`src/rtl/rf_wb_arbiter.sv`:
```
// -----------------------------------------------------------------------------
// rf_wb_arbiter
//
// Round-robin arbiter sharing the register file's single write port among
// NUM_REQ writeback requesters (ALU, load return, mul/div, ...). At most one
// requester is granted per cycle through a valid/ready handshake. The winning
// write is registered and presented to the regfile one cycle later. Writes to
// register 0 complete the handshake but never raise RegWEn.
//
// Ports:
//   clk        single clock, rising-edge
//   rst_n      asynchronous active-low reset
//   stall      suppresses new grants while high
//   req_valid  per-requester write pending
//   req_addr   flat bus, slice i = requester i's destination register
//   req_data   flat bus, slice i = requester i's write data
//   req_ready  one-hot (or zero) grant, combinational
//   rd_addr    registered write address to the regfile
//   rd_data    registered write data to the regfile
//   RegWEn     registered write enable to the regfile
//   grant_id   registered index of the last accepted requester (debug)
// -----------------------------------------------------------------------------
module rf_wb_arbiter #(
    parameter int REG_ADDR_WIDTH = 4,
    parameter int REG_DATA_WIDTH = 16,
    parameter int NUM_REQ        = 4
) (
    input  logic                               clk,
    input  logic                               rst_n,
    input  logic                               stall,
    input  logic [NUM_REQ-1:0]                 req_valid,
    input  logic [NUM_REQ*REG_ADDR_WIDTH-1:0]  req_addr,
    input  logic [NUM_REQ*REG_DATA_WIDTH-1:0]  req_data,
    output logic [NUM_REQ-1:0]                 req_ready,
    output logic [REG_ADDR_WIDTH-1:0]          rd_addr,
    output logic [REG_DATA_WIDTH-1:0]          rd_data,
    output logic                               RegWEn,
    output logic [$clog2(NUM_REQ)-1:0]         grant_id
);

    localparam int IDX_W = $clog2(NUM_REQ);

    logic [IDX_W-1:0]          ptr_q, ptr_d;
    logic [REG_ADDR_WIDTH-1:0] addr_q, addr_d;
    logic [REG_DATA_WIDTH-1:0] data_q, data_d;
    logic                      we_q, we_d;
    logic [IDX_W-1:0]          gid_q, gid_d;

    logic [REG_ADDR_WIDTH-1:0] addr_arr [NUM_REQ];
    logic [REG_DATA_WIDTH-1:0] data_arr [NUM_REQ];

    logic                      win_vld;
    logic [IDX_W-1:0]          win_idx;
    logic                      xfer;

    // Unpack the flat request buses so the winner can be selected by index.
    always_comb begin
        for (int i = 0; i < NUM_REQ; i++) begin
            addr_arr[i] = req_addr[i*REG_ADDR_WIDTH +: REG_ADDR_WIDTH];
            data_arr[i] = req_data[i*REG_DATA_WIDTH +: REG_DATA_WIDTH];
        end
    end

    // Scan from ptr upward, wrapping modulo NUM_REQ; first valid wins.
    // ptr + k never exceeds 2*NUM_REQ-2, so one conditional subtract
    // is enough to wrap.
    always_comb begin : arbitrate
        logic [IDX_W:0]   sum;
        logic [IDX_W-1:0] cand;
        win_vld = 1'b0;
        win_idx = '0;
        for (int k = 0; k < NUM_REQ; k++) begin
            sum = {1'b0, ptr_q} + (IDX_W+1)'(k);
            if (sum >= (IDX_W+1)'(NUM_REQ)) begin
                sum = sum - (IDX_W+1)'(NUM_REQ);
            end
            cand = sum[IDX_W-1:0];
            if (!win_vld && req_valid[cand]) begin
                win_vld = 1'b1;
                win_idx = cand;
            end
        end
    end

    assign xfer = win_vld & ~stall;

    // Ready is held low throughout reset even though ptr is already 0.
    always_comb begin
        req_ready = '0;
        if (xfer && rst_n) begin
            req_ready[win_idx] = 1'b1;
        end
    end

    always_comb begin
        ptr_d  = ptr_q;
        addr_d = addr_q;
        data_d = data_q;
        gid_d  = gid_q;
        we_d   = 1'b0;
        if (xfer) begin
            addr_d = addr_arr[win_idx];
            data_d = data_arr[win_idx];
            gid_d  = win_idx;
            // Register 0 is hardwired: accept the write, never enable it.
            we_d   = |addr_arr[win_idx];
            ptr_d  = (win_idx == IDX_W'(NUM_REQ-1)) ? '0 : win_idx + 1'b1;
        end
    end

    always_ff @(posedge clk or negedge rst_n) begin
        if (!rst_n) begin
            ptr_q  <= '0;
            addr_q <= '0;
            data_q <= '0;
            we_q   <= 1'b0;
            gid_q  <= '0;
        end else begin
            ptr_q  <= ptr_d;
            addr_q <= addr_d;
            data_q <= data_d;
            we_q   <= we_d;
            gid_q  <= gid_d;
        end
    end

    assign rd_addr  = addr_q;
    assign rd_data  = data_q;
    assign RegWEn   = we_q;
    assign grant_id = gid_q;

endmodule
```
`config.mk`:
```
export PLATFORM = sky130hd
export DESIGN_NAME = rf_wb_arbiter
export DESIGN_NICKNAME = d
export VERILOG_FILES = /design/src/rtl/rf_wb_arbiter.sv
export SDC_FILE = /design/constraint.sdc
export NUM_CORES = 1
export LEC_CHECK = 0
export BUFFER_PORTS_ARGS = -buffer_cell sky130_fd_sc_hd__buf_4
export CORE_MARGIN = 2
export CORE_UTILIZATION = 35
export CTS_CLUSTER_DIAMETER = 150
export DETAILED_ROUTE_END_ITERATION = 8
export PLACE_DENSITY = 0.79
export SETUP_SLACK_MARGIN = 0.2
export SYNTH_ARGS = -nofsm -noshare
export SYNTH_HDL_FRONTEND = slang
export SYNTH_SLANG_ARGS = --single-unit
```
`constraint.sdc`:
```
create_clock -name clk -period 4.94 [get_ports clk]
set_input_delay 0.247 -clock clk [delete_from_list [all_inputs] [get_ports clk]]
set_output_delay 0.247 -clock clk [all_outputs]
set_load 0.1 [all_outputs]
```
==> flow_summary_export.csv <==
group,metric,value,unit
outcome,status,"finished clean",
critical_path,critPathMaxStageDelay,0.56,ns
synthesis,ys_seq_area_share,33.90,%
timing,period_share,60.54,%
critical_path,crit_chain,"nor2b_4 > o21ai_1 > o21a_1 > nor2b_2 > buf_4 > inv_1 > ha_1 > and3_1 > buf_4",
power_and_ir_drop,leakage,1.497,nW
place,dpl.hpwl,3.653,mm
clock_tree,postCtsSetupBuffers,0,
critical_path,critPathMostFrequentCell,"buf_4",
synthesis,postSynthAreaPerCell,11.32,um^2
final_layout,area_growth,49.97,%
power_and_ir_drop,pwr-share-seq,19.6,%
clock_tree,tritoncts,"done",
power_and_ir_drop,powerDensity,644.9,nW/um^2
timing,skew,0.004057,ns
synthesis,ys.flop_type,"dfrtp_1",
final_layout,final_util,54.19,%
final_layout,layout_commonest_cell,"buf_4",
timing,tns,0,ns
timing,post-route-min-period,2.990,ns
synthesis,synth_compound_gate_area_share,8.136,%
power_and_ir_drop,p_sw,1.044,mW
clock_tree,path_clk_slew,0.08,ns
die,start_util,36.13,%
final_layout,final_cell_mix,"buf_4 (115), mux2i_1 (56), dfrtp_1 (25)",
synthesis,ys_ff_latch,25,
synthesis,synthesis.area,1846,um^2
clock_tree,clock_path_buffers,2,
drt,routed_via_density,4.880,
timing,worst_pin_slew,0.7225,ns
synthesis,synth_edf_count,0,
synthesis,synth_top_family_by_area,"multiplexers",
final_layout,seqCellArea,625.6,um^2
critical_path,path_class,"register to output port",
place,portBuffers,113,
timing,hold_viol_final,0,
clock_tree,cts_buffers,3,
power_and_ir_drop,switching_share,58.48,%
synthesis,synthTopCellsByArea,"dfrtp_1 (34%), mux2i_1 (30%), mux2_2 (11%)",
die,dieArea,5870,um^2
clock_tree,htree_levels,1,
critical_path,required,4.69,ns
drt,drt_iter0_drc,42,
global_route,grt_util_all_layers,15.46,%
critical_path,cp_data_arrival_time,2.74,ns
critical_path,critPathLaunchType,"register",
die,io_pins,114,
power_and_ir_drop,clkPwrFrac,6.5,%
timing,grt_setup_unrepaired,"false",
critical_path,reg2reg_depth,8,
critical_path,crit_slowest_cell,"nor2b_2",
final_layout,antenna_cells,0,
power_and_ir_drop,p_comb_share,73.9,%
final_layout,multi_input_area,1124,um^2
job,drv_cap,0,
timing,max_freq,334.4,MHz
timing,setup_viol,0,
final_layout,fillers,447,
die,die-height,76.62,um
drt,vias,1674,
clock_tree,clkSinkCount,25,
worst_hold_path,hold_class,"input pin to register",
die,row_count,26,
clock_tree,cts_root_buffer,"clkbuf_8",
synthesis,yosysTopAreaCell,"dfrtp_1",
synthesis,yosysWarnings,0,
drt,wire_per_inst,13.20,um
drt,drt_wl_total,4.528,mm
global_route,overflow,0,
synthesis,syn_nets,254,
global_route,antenna_found_initial,0,
global_route,grt_pass1_wl,7.486,mm
drt,first_pass_iters,4,
critical_path,cp_max_fo,14,
synthesis,synthXorXnorAreaFrac,0,%
synthesis,yosys.area.top_type_share,33.90,%
timing,slew_headroom,51.83,%
final_layout,num-nets-final,365,
drt,drc,0,
drt,ant_nets,0,
synthesis,async_flop_share,100.0,%
global_route,grt_max_degree,45,
die,core_area,5107,um^2
synthesis,synthCells,163,
worst_hold_path,whs_path_depth,2,
power_and_ir_drop,internal-power,0.7411,mW
synthesis,yosys.area_share.simple,6.712,%
synthesis,synth.area.mux_share,42.98,%
die,fp.dieW,76.62,um
final_layout,drive_gt1_share,53.48,%
clock_tree,clock_latency,0.26,ns
synthesis,synth.distinct_cells,28,
critical_path,end_kind,"output port",
power_and_ir_drop,peakVddDrop,384.8,uV
synthesis,synth-adder-area-share,2.712,%
timing,finalMaxSlewViolations,0,
place,finalWeightedCongestion,0.8023,
global_route,first_global_vias,1666,
-- stage by stage --
stage / power (mW) / worst slack (ns) / hold slack, ns / instance area [um^2] / std cells
after floorplan: 1.427 / 2.546 / -0.04859 / 1846 / 163
after global placement: 1.666 / 2.310 / 0.1816 / 2711 / 338
after detailed placement: 1.681 / 2.227 / 0.1828 / 2711 / 338
after CTS: 1.804 / 1.914 / 0.2426 / 2768 / 343
after global routing: 1.873 / 1.739 / 0.2725 / 2768 / 343
final: 1.785 / 1.950 / 0.2501 / 2768 / 343
-- worst max-delay path: cells and delay by family, from the launching register on --
family	cells	cell delay (ns)
buf+inv	3	0.71
compound gates	2	0.28
fa+ha+maj	1	0.18
flops	1	0.43
simple gates	3	0.88
-- cells in the mapped netlist, types with 2 or more instances --
master,instances
a21oi_1,4
and3_1,4
buf_6,7
dfrtp_1,25
ha_1,4
inv_1,2
mux2_2,18
mux2_4,2
mux2i_1,56
nand2_1,12
nor2_1,3
nor2b_1,2
o21ai_0,5
o21ai_1,5
-- state kept, by name, summed over array words and instances (netlist names) --
name      cells
RegWEn        1
ptr_q         2
rd_addr       4
rd_data      16
grant_id      2
-- power by group through the flow --
stage               Combinational, mW  Clock, mW  Sequential (mW)
global route                     1.38      0.131            0.363
global placement                 1.32          0            0.350
detailed placement               1.33          0            0.353
floorplan                       0.460          0            0.966
finish                           1.32      0.117            0.349
CTS                              1.33      0.124            0.351
-- cell families (layout without fill, tap and decap cells) --
kind of cell    Yosys count  count (layout)
mux                      76              76
fa+ha+maj                 4               4
compound gates           21              21
buf+inv                  13             123
simple gates             24              24
flops                    25              25
-- metal layers --
layer  GRT usage (%)  wire length [um]
met1           16.15              1678
met5               0                 0
met3           4.265               315
met2           30.35              2513
met4           3.455                19
-- what timing repair did --
| action | CTS | global route |
|---|---|---|
| resized for setup | 0 | 0 |
| endpoints found under the hold margin | 25 | 0 |
| hold buffers | 1 | 0 |
-- final cells by class --
class / instances / area share [%]
sequential: 25 / 22.60
timing repair buffer: 116 / 31.56
tap: 70 / 3.165
clock inverter: 1 / 0.1808
multi-input combinational: 125 / 40.60
clock buffer: 3 / 1.492
inverter: 3 / 0.4069
-- worst paths after layout --
path / slack, ns / start / to
worst min register to register: 0.49 / rd_addr[1] / rd_addr[1]
worst max register to register: 2.57 / ptr_q[1] / ptr_q[1]
max in group asynchronous: 4.24 / rst_n / ptr_q[1]
worst max-delay path: 1.95 / ptr_q[1] / req_ready[0]
min in group asynchronous: 0.43 / rst_n / rd_data[14]
worst min-delay path: 0.25 / req_valid[1] / ptr_q[0]
(Power assumes the default switching activity.)
